File: src/rtl/eeg_pea_eng_oarb.sv
// ORAM write-port arbiter for the PE array: grants one PE output per cycle and maps it into ORAM space.
// Build option EEG_OARB_FIXED_PRIO_EN: lowest requesting index wins instead of round-robin.
module eeg_pea_eng_oarb #(
  parameter int unsigned PE_NUM      = 8,
  parameter int unsigned DATA_OUT_DW = 8,
  parameter int unsigned OMUX_ADD_AW = 8,
  parameter int unsigned ORAM_ADD_AW = 10
) (
  input  logic                            clk,
  input  logic                            rst_n,
  input  logic                            CFG_START,
  input  logic [PE_NUM-1:0]               CFG_PE_MSK,
  input  logic [ORAM_ADD_AW-1:0]          CFG_ORAM_BAS,
  input  logic [ORAM_ADD_AW-1:0]          CFG_ORAM_STR,
  input  logic [PE_NUM-1:0]               PE_OUT_VLD,
  input  logic [PE_NUM-1:0]               PE_OUT_LST,
  input  logic [PE_NUM*OMUX_ADD_AW-1:0]   PE_OUT_ADD,
  input  logic [PE_NUM*DATA_OUT_DW-1:0]   PE_OUT_DAT,
  output logic [PE_NUM-1:0]               PE_OUT_RDY,
  output logic                            ORAM_WR_VLD,
  output logic [ORAM_ADD_AW-1:0]          ORAM_WR_ADD,
  output logic [DATA_OUT_DW-1:0]          ORAM_WR_DAT,
  input  logic                            ORAM_WR_RDY,
  output logic                            IS_IDLE,
  output logic                            DONE
);

  localparam int unsigned PTR_W = (PE_NUM > 1) ? $clog2(PE_NUM) : 1;

  typedef enum logic [1:0] {ST_IDLE, ST_RUN, ST_FIN} state_e;

  state_e                  state_q, state_d;
  logic [PE_NUM-1:0]       done_q, done_d;
  logic [PE_NUM-1:0]       req;
  logic [PTR_W-1:0]        win;
  logic                    win_vld;
  logic                    slot_free;
  logic                    accept;
  logic                    wr_vld_q, wr_vld_d;
  logic [ORAM_ADD_AW-1:0]  wr_add_q, wr_add_d;
  logic [DATA_OUT_DW-1:0]  wr_dat_q, wr_dat_d;
  logic [OMUX_ADD_AW-1:0]  sel_add;
  logic [DATA_OUT_DW-1:0]  sel_dat;

  assign slot_free = ~wr_vld_q | ORAM_WR_RDY;
  assign req       = (state_q == ST_RUN) ? (PE_OUT_VLD & CFG_PE_MSK & ~done_q) : '0;

`ifdef EEG_OARB_FIXED_PRIO_EN
  // Scan downward so the lowest requesting index is the last one written.
  always_comb begin
    win     = '0;
    win_vld = 1'b0;
    for (int i = int'(PE_NUM) - 1; i >= 0; i--) begin
      if (req[i]) begin
        win     = PTR_W'(i);
        win_vld = 1'b1;
      end
    end
  end
`else
  logic [PTR_W-1:0] ptr_q, ptr_d;
  logic [PTR_W-1:0] idx;

  // First requester at or after the pointer, wrapping (PE_NUM is a power of 2).
  always_comb begin
    win     = '0;
    win_vld = 1'b0;
    idx     = '0;
    for (int i = 0; i < int'(PE_NUM); i++) begin
      idx = PTR_W'(int'(ptr_q) + i);
      if (!win_vld && req[idx]) begin
        win     = idx;
        win_vld = 1'b1;
      end
    end
  end

  always_comb begin
    ptr_d = ptr_q;
    if (state_q == ST_IDLE && CFG_START) begin
      ptr_d = '0;
    end else if (accept) begin
      ptr_d = PTR_W'(int'(win) + 1);
    end
  end

  always_ff @(posedge clk or negedge rst_n) begin
    if (!rst_n) begin
      ptr_q <= '0;
    end else begin
      ptr_q <= ptr_d;
    end
  end
`endif

  assign accept  = win_vld & slot_free;
  assign sel_add = PE_OUT_ADD[win*OMUX_ADD_AW +: OMUX_ADD_AW];
  assign sel_dat = PE_OUT_DAT[win*DATA_OUT_DW +: DATA_OUT_DW];

  always_comb begin
    PE_OUT_RDY = '0;
    for (int g = 0; g < int'(PE_NUM); g++) begin
      PE_OUT_RDY[g] = accept & (win == PTR_W'(g));
    end
  end

  // Pass control and per-PE completion tracking.
  always_comb begin
    state_d = state_q;
    done_d  = done_q;
    case (state_q)
      ST_IDLE: begin
        if (CFG_START) begin
          state_d = ST_RUN;
          done_d  = '0;
        end
      end
      ST_RUN: begin
        if (accept && PE_OUT_LST[win]) begin
          done_d[win] = 1'b1;
        end
        if ((&(done_q | ~CFG_PE_MSK)) && !wr_vld_q) begin
          state_d = ST_FIN;
        end
      end
      ST_FIN:  state_d = ST_IDLE;
      default: state_d = ST_IDLE;
    endcase
  end

  // Single output stage; a stalled word holds until ORAM takes it.
  always_comb begin
    wr_vld_d = wr_vld_q;
    wr_add_d = wr_add_q;
    wr_dat_d = wr_dat_q;
    if (accept) begin
      wr_vld_d = 1'b1;
      wr_dat_d = sel_dat;
      wr_add_d = CFG_ORAM_BAS + ORAM_ADD_AW'(win) * CFG_ORAM_STR + ORAM_ADD_AW'(sel_add);
    end else if (ORAM_WR_RDY) begin
      wr_vld_d = 1'b0;
    end
  end

  always_ff @(posedge clk or negedge rst_n) begin
    if (!rst_n) begin
      state_q  <= ST_IDLE;
      done_q   <= '0;
      wr_vld_q <= 1'b0;
      wr_add_q <= '0;
      wr_dat_q <= '0;
    end else begin
      state_q  <= state_d;
      done_q   <= done_d;
      wr_vld_q <= wr_vld_d;
      wr_add_q <= wr_add_d;
      wr_dat_q <= wr_dat_d;
    end
  end

  assign ORAM_WR_VLD = wr_vld_q;
  assign ORAM_WR_ADD = wr_add_q;
  assign ORAM_WR_DAT = wr_dat_q;
  assign IS_IDLE     = (state_q == ST_IDLE);
  assign DONE        = (state_q == ST_FIN);

endmodule
File: config.mk
export PLATFORM = sky130hd
export DESIGN_NAME = eeg_pea_eng_oarb
export DESIGN_NICKNAME = d
export VERILOG_FILES = /design/src/rtl/eeg_pea_eng_oarb.sv
export SDC_FILE = /design/constraint.sdc
export NUM_CORES = 1
export LEC_CHECK = 0
export ABC_AREA = 0
export BUFFER_PORTS_ARGS = -buffer_cell sky130_fd_sc_hd__buf_2
export CAP_MARGIN = 20
export CORE_ASPECT_RATIO = 1.5
export CORE_MARGIN = 8
export CORE_UTILIZATION = 34
export DETAILED_ROUTE_END_ITERATION = 10
export PLACE_DENSITY = 0.6
export SLEW_MARGIN = 5
export SYNTH_ARGS = -nofsm -noshare
export SYNTH_HDL_FRONTEND = slang
export SYNTH_SLANG_ARGS = --single-unit
File: constraint.sdc
create_clock -name clk -period 21 [get_ports clk]
set_input_delay 4.2 -clock clk [delete_from_list [all_inputs] [get_ports clk]]
set_output_delay 4.2 -clock clk [all_outputs]
set_load 0.02 [all_outputs]
Word level (Yosys, flattened, before mapping)
Cells that the tools add are included.
Widths: inputs -> output; s select.
Word-level totals
  logic and storage cells: 132
  bits in registers: 32
Operators by class
  $lt $le $gt $ge: 10
  reduce and logical (&&, ||, !) cells: 27
  add/subtract/negate cells: 10
  multiply operators: 1
  equal/unequal tests: 12
  multiplexer cells: 47
  shifts and indexed selects: 2
  bitwise operators: 17
Operator list (number)
  $shiftx 64x7->8: 2
  $lt 3x4->1 const B: 9
  $mux 3: 10
  $bmux 1 s3: 9
  $mux 8: 3
  $mux 1: 20
  $and 8x8->8: 2
  $not 8->8: 2
  $or 8x8->8: 2
  $pmux 8 s2: 1
  $add 3x3->3 const B: 4
  $eq 3x3->1 const B: 4
  $logic_and 1x1->1: 11
  $add 10x10->10: 1
  $add 10x8->10: 1
  $mul 3x10->10: 1
  $and 1x1->1: 9
  $logic_not 1->1: 8
  $reduce_and 8->1: 1
  $add 3x1->3 const B: 2
  $add 3x2->3 const B: 2
  $eq 3x2->1 const B: 2
  $reduce_bool 2->1: 3
  $mux 2: 2
  14 further kinds: 15

Logic depth before layout (Yosys ltp)
  depth after elaboration: 34
  gate-level depth with buffers: 35
  gate-level depth less buffers: 28

Worst setup path before layout
OpenSTA, ideal clock, no wires.
  path kind: input to output
  start: in CFG_PE_MSK[2]
  end: out PE_OUT_RDY[7]
  path buffers: 4
  arrival: 7.140 ns
  data required time: 16.800 ns
  setup slack: 9.660 ns
  stages: 13
  cells stage by stage: and3b_1 clkbuf_1 mux4_2 a21oi_1 o211ai_4 a2111o_1 buf_2 nand2_4 buf_2 clkbuf_1 ha_1 ha_1 and2_1
Between the ends
  cells in the longest elaborated chain, start to end: 29
  elaborated cells between the ends (all ways): 52
  those cells by class: 1 x eq/ne; 33 x mux; 4 x bitwise; 14 x reduce/logical
RTL lines
  start: declaration: line 12  | input logic [PE_NUM-1:0] CFG_PE_MSK,
  $and 8x8->8 (*) (2 in series): line 46  | assign req = (state_q == ST_RUN) ? (PE_OUT_VLD & CFG_PE_MSK & ~done_q) : '0;
  $mux 8 (*): line 46
  $bmux 1 s3: line 71  | if (!win_vld && req[idx]) begin
  $mux 1 (not written as such): line 71
  $mux 1: line 71
  $logic_not 1->1: line 71
  $logic_and 1x1->1: line 71
  $mux 1: line 71
  [... 12 more ...]
  $logic_not 1->1: line 71
  $logic_and 1x1->1: line 71
  $mux 1: line 71
  $logic_not 1->1: line 71
  $logic_and 1x1->1: line 71
  $mux 3 / $mux 1 (equally long branches): line 71
  $eq 3x3->1 / $and 1x1->1 (equally long branches): line 103, 96
  $and 1x1->1 (*): line 103  | PE_OUT_RDY[g] = accept & (win == PTR_W'(g));
  end: declaration: line 19  | output logic [PE_NUM-1:0] PE_OUT_RDY,
Mark *: on every way between the ends. The rest lies on a longest branch, timed or not. The select of a mux whose other input is x is not followed.

Worst setup path after layout
  start: in CFG_PE_MSK[5]
  end: out PE_OUT_RDY[1]
Between the ends
  cells in the longest elaborated chain, start to end: 29
  elaborated cells between the ends (all ways): 52
  those cells by class: 1 x eq/ne; 33 x mux; 4 x bitwise; 14 x reduce/logical
RTL lines (line)
  $and 8x8->8 (*) (2 in series): 46
  $mux 8 (*): 46
  $bmux 1 s3: 71
  $mux 1 (not written as such): 71
  $mux 1: 71
  $logic_not 1->1: 71
  $logic_and 1x1->1: 71
  $mux 1: 71
  [... 12 more ...]
  $logic_not 1->1: 71
  $logic_and 1x1->1: 71
  $mux 1: 71
  $logic_not 1->1: 71
  $logic_and 1x1->1: 71
  $mux 3 / $mux 1 (equally long branches): 71
  $eq 3x1->1 / $and 1x1->1 (equally long branches): 103, 96
  $and 1x1->1 (*): 103
Marks and branches as above.

==> results.md <==
* Status: finished, final reports clean
* Max-slew violations at 0
* Synth Register Bits at 32
* Mapped cell area at 5205 um^2
* # fillers at approximately 1600
* Resized Gates After CTS at 0
* HPWL Detailed at between 15 and 20 mm
* Post-CTS Setup Bufs at 0
* Share of the synthesized area in the top cell type at 0.1538
* Min cycle time layout at 11.86 ns
* Post-synth top area cell: dfrtp_1
* Most numerous cell in the Yosys netlist: nand2_1
* Skew-Pair Late Insertion Delay at approximately 0.28 ns
* CP Launch Type: input pin
* XOR/XNOR Fraction of Synth Area at 0.03221
* Number of core rows at 55
* Required @ worst endpoint at ~17 ns
* Syn_nets at 857
* Hold Path Class: flop to flop
* MaxCap Viol Count at 0
* Largest net degree at the start of global routing at 46
* Clock Skews at between 0.002 and 0.003 ns
* Via density at approximately 5.6
* Routability cong. at 1.000
* Area of the core at 15070 um^2
* ANT nets after route at 0
* DRC viols at 0
* Fmax at around 84 MHz
* Root buf cell: clkbuf_16
* Clock sinks at 32
* Grt total ovfl at 0
* 1st-pass router iterations at 5
* Synth warnings at 0
* Tcrit/Tclk final at 0.5645
* Crit path DAT at between 7 and 8 ns
* Final nets at just over 1000
* Main combinational cell family by area after synthesis: compound AO/OA/AOI/OAI gates
* Seq/Total Area, Yosys at 0.1538
* Hold Violations, Final at 0
* DR vias at about 5600
* Drt wl/cell at ~21 um
* Die Wd at between 100 and 150 um
* Post-Syn Instances at approximately 640
* Clock H-tree levels at 2
* Initial antenna violation count at 3
* Io pins at 205
* Die area at ~20000 um^2
* Top FF cell, synth: dfrtp_1
* CP Max Fanout at 38
* Clk slew on worst S/H paths at 0.05 ns
* Slew @ Worst Pin at 0.9408 ns
* Starting Density at 0.3454
* Fraction of layout cells with a size suffix above 1 at 0.3055
* Synth unique cells at 83
* Commonest cells post-synth: nand2_1 (73), mux2i_1 (47), inv_1 (43)
* Worst setup EP type: output port
* Adder-cell area share of the yosys netlist at 0.1351
* Post-synth EDFFs at 0
* RSZ-0062 raised after global routing: false
* Vias in the first global route at 6014
* Max Buffers Root-to-Sink at 2
* Mean Syn Cell Area at roughly 8.2 um^2
* FFs w/ async S/R, synth at 1.000
* Total negative slack at 0 ns
* CTS tree: done
* DRT iter0 DRCs at 369
* Die height at 167.5 um
* Num CTS Buffers at 5
* Complex-gate fraction of the synthesized area at 0.2505
* Multiplexer area fraction after synthesis at 0.1207
* Count of final setup violators at 0
* CP Class: input pin to output port
* Synth top area cells: dfrtp_1 (15%), mux2i_1 (9.0%), fa_1 (8.5%)
* GR Util All Layers at 0.2147
* Slew Limit Headroom at 0.3716
* Post-Synth Simple-Gate Area at 0.2358
* Global-route wire length before repair at approximately 32 mm
* Port buffer count at 204
* Drt total wl at between 20 and 25 mm
* Hold-fix buffers, CTS at 0
* Layout area overhead at 24.33%
[state kept, by name (all words and copies together), names as in the netlist]
register     cells
done_q           8
ORAM_WR_VLD      1
ptr_q            3
state_q          2
ORAM_WR_DAT      8
ORAM_WR_ADD     10
[routing by layer]
layer / global-route usage / part of all wire
met1: 0.2208 / 0.36
met2: 0.3978 / 0.54
met3: 0.03889 / 0.060
met4: 0.1068 / 0.045
met5: 0 / 0.00061
[worst paths after layout]
kind / from / to / slack, ns / depth (start not counted)
min in group asynchronous: rst_n / ORAM_WR_DAT[0] / 4.01 / 1
setup reg to reg: ptr_q[1] / ORAM_WR_ADD[9] / 12.21 / 26
max in group asynchronous: rst_n / ORAM_WR_ADD[4] / 16.47 / 1
hold reg to reg: ORAM_WR_ADD[4] / ORAM_WR_ADD[4] / 0.47 / 2
hold / removal: ORAM_WR_ADD[4] / ORAM_WR_ADD[4] / 0.47 / 2
setup / recovery: CFG_PE_MSK[5] / PE_OUT_RDY[1] / 9.14 / 13
[worst max-delay path, cell delays in order]
cell and delay [ns]:
buf_2 0.12, nand4b_1 0.14, a2111oi_0 0.82, a31oi_1 0.15, nand3_1 0.12, o22ai_1 0.14
a32oi_4 0.43, nand2_4 0.35, inv_2 0.56, ha_1 0.24, nand2_1 0.06, nor2_1 0.11
buf_2 0.18
[final cells by class]
| class | count | area, um^2 | area share |
|---|---|---|---|
| antenna | 2 | 5.005 | 0.0007734 |
| clock buffer | 6 | 128.9 | 0.01991 |
| clock inverter | 1 | 5.005 | 0.0007734 |
| inverter | 47 | 176.4 | 0.02726 |
| multi-input combinational | 519 | 4040 | 0.6243 |
| sequential | 32 | 800.8 | 0.1237 |
| tap | 199 | 249.0 | 0.03848 |
| timing repair buffer | 210 | 1066 | 0.1647 |
[cell families after synthesis]
group | count (synthesis)
simple gates | 228
buf+inv | 87
compound gates | 173
xor+xnor | 16
flops | 32
fa+ha+maj | 43
mux | 59
[placed cells by master (no fill, tap or decap), types with 19 or more instances in the layout]
master	n
and2_1	19
fa_1	22
ha_1	21
nand3_1	20
inv_1	43
nor2_1	34
dfrtp_1	32
a21oi_1	24
buf_2	204
nand2_1	73
mux2i_1	47
o21ai_0	20
[per-stage QoR]
step | cells | cell area [um^2] | utilization | hold WS [ns] | setup slack [ns]
3_5_place_dp | 1007 | 6332 | 0.4202 | 0.4647 | 9.165
4_1_cts | 1014 | 6466 | 0.4291 | 0.4768 | 9.159
3_3_place_gp | 1007 | 6332 | 0.4202 | 0.4547 | 9.164
5_1_grt | 1016 | 6471 | 0.4294 | 0.4964 | 8.897
2_1_floorplan | 638 | 5205 | - | 0.4622 | 9.660
6_report | 1016 | 6471 | 0.4294 | 0.4680 | 9.145
Power is not shown: default switching activity piles up to over one toggle a cycle in this logic, so the estimate is an artifact.
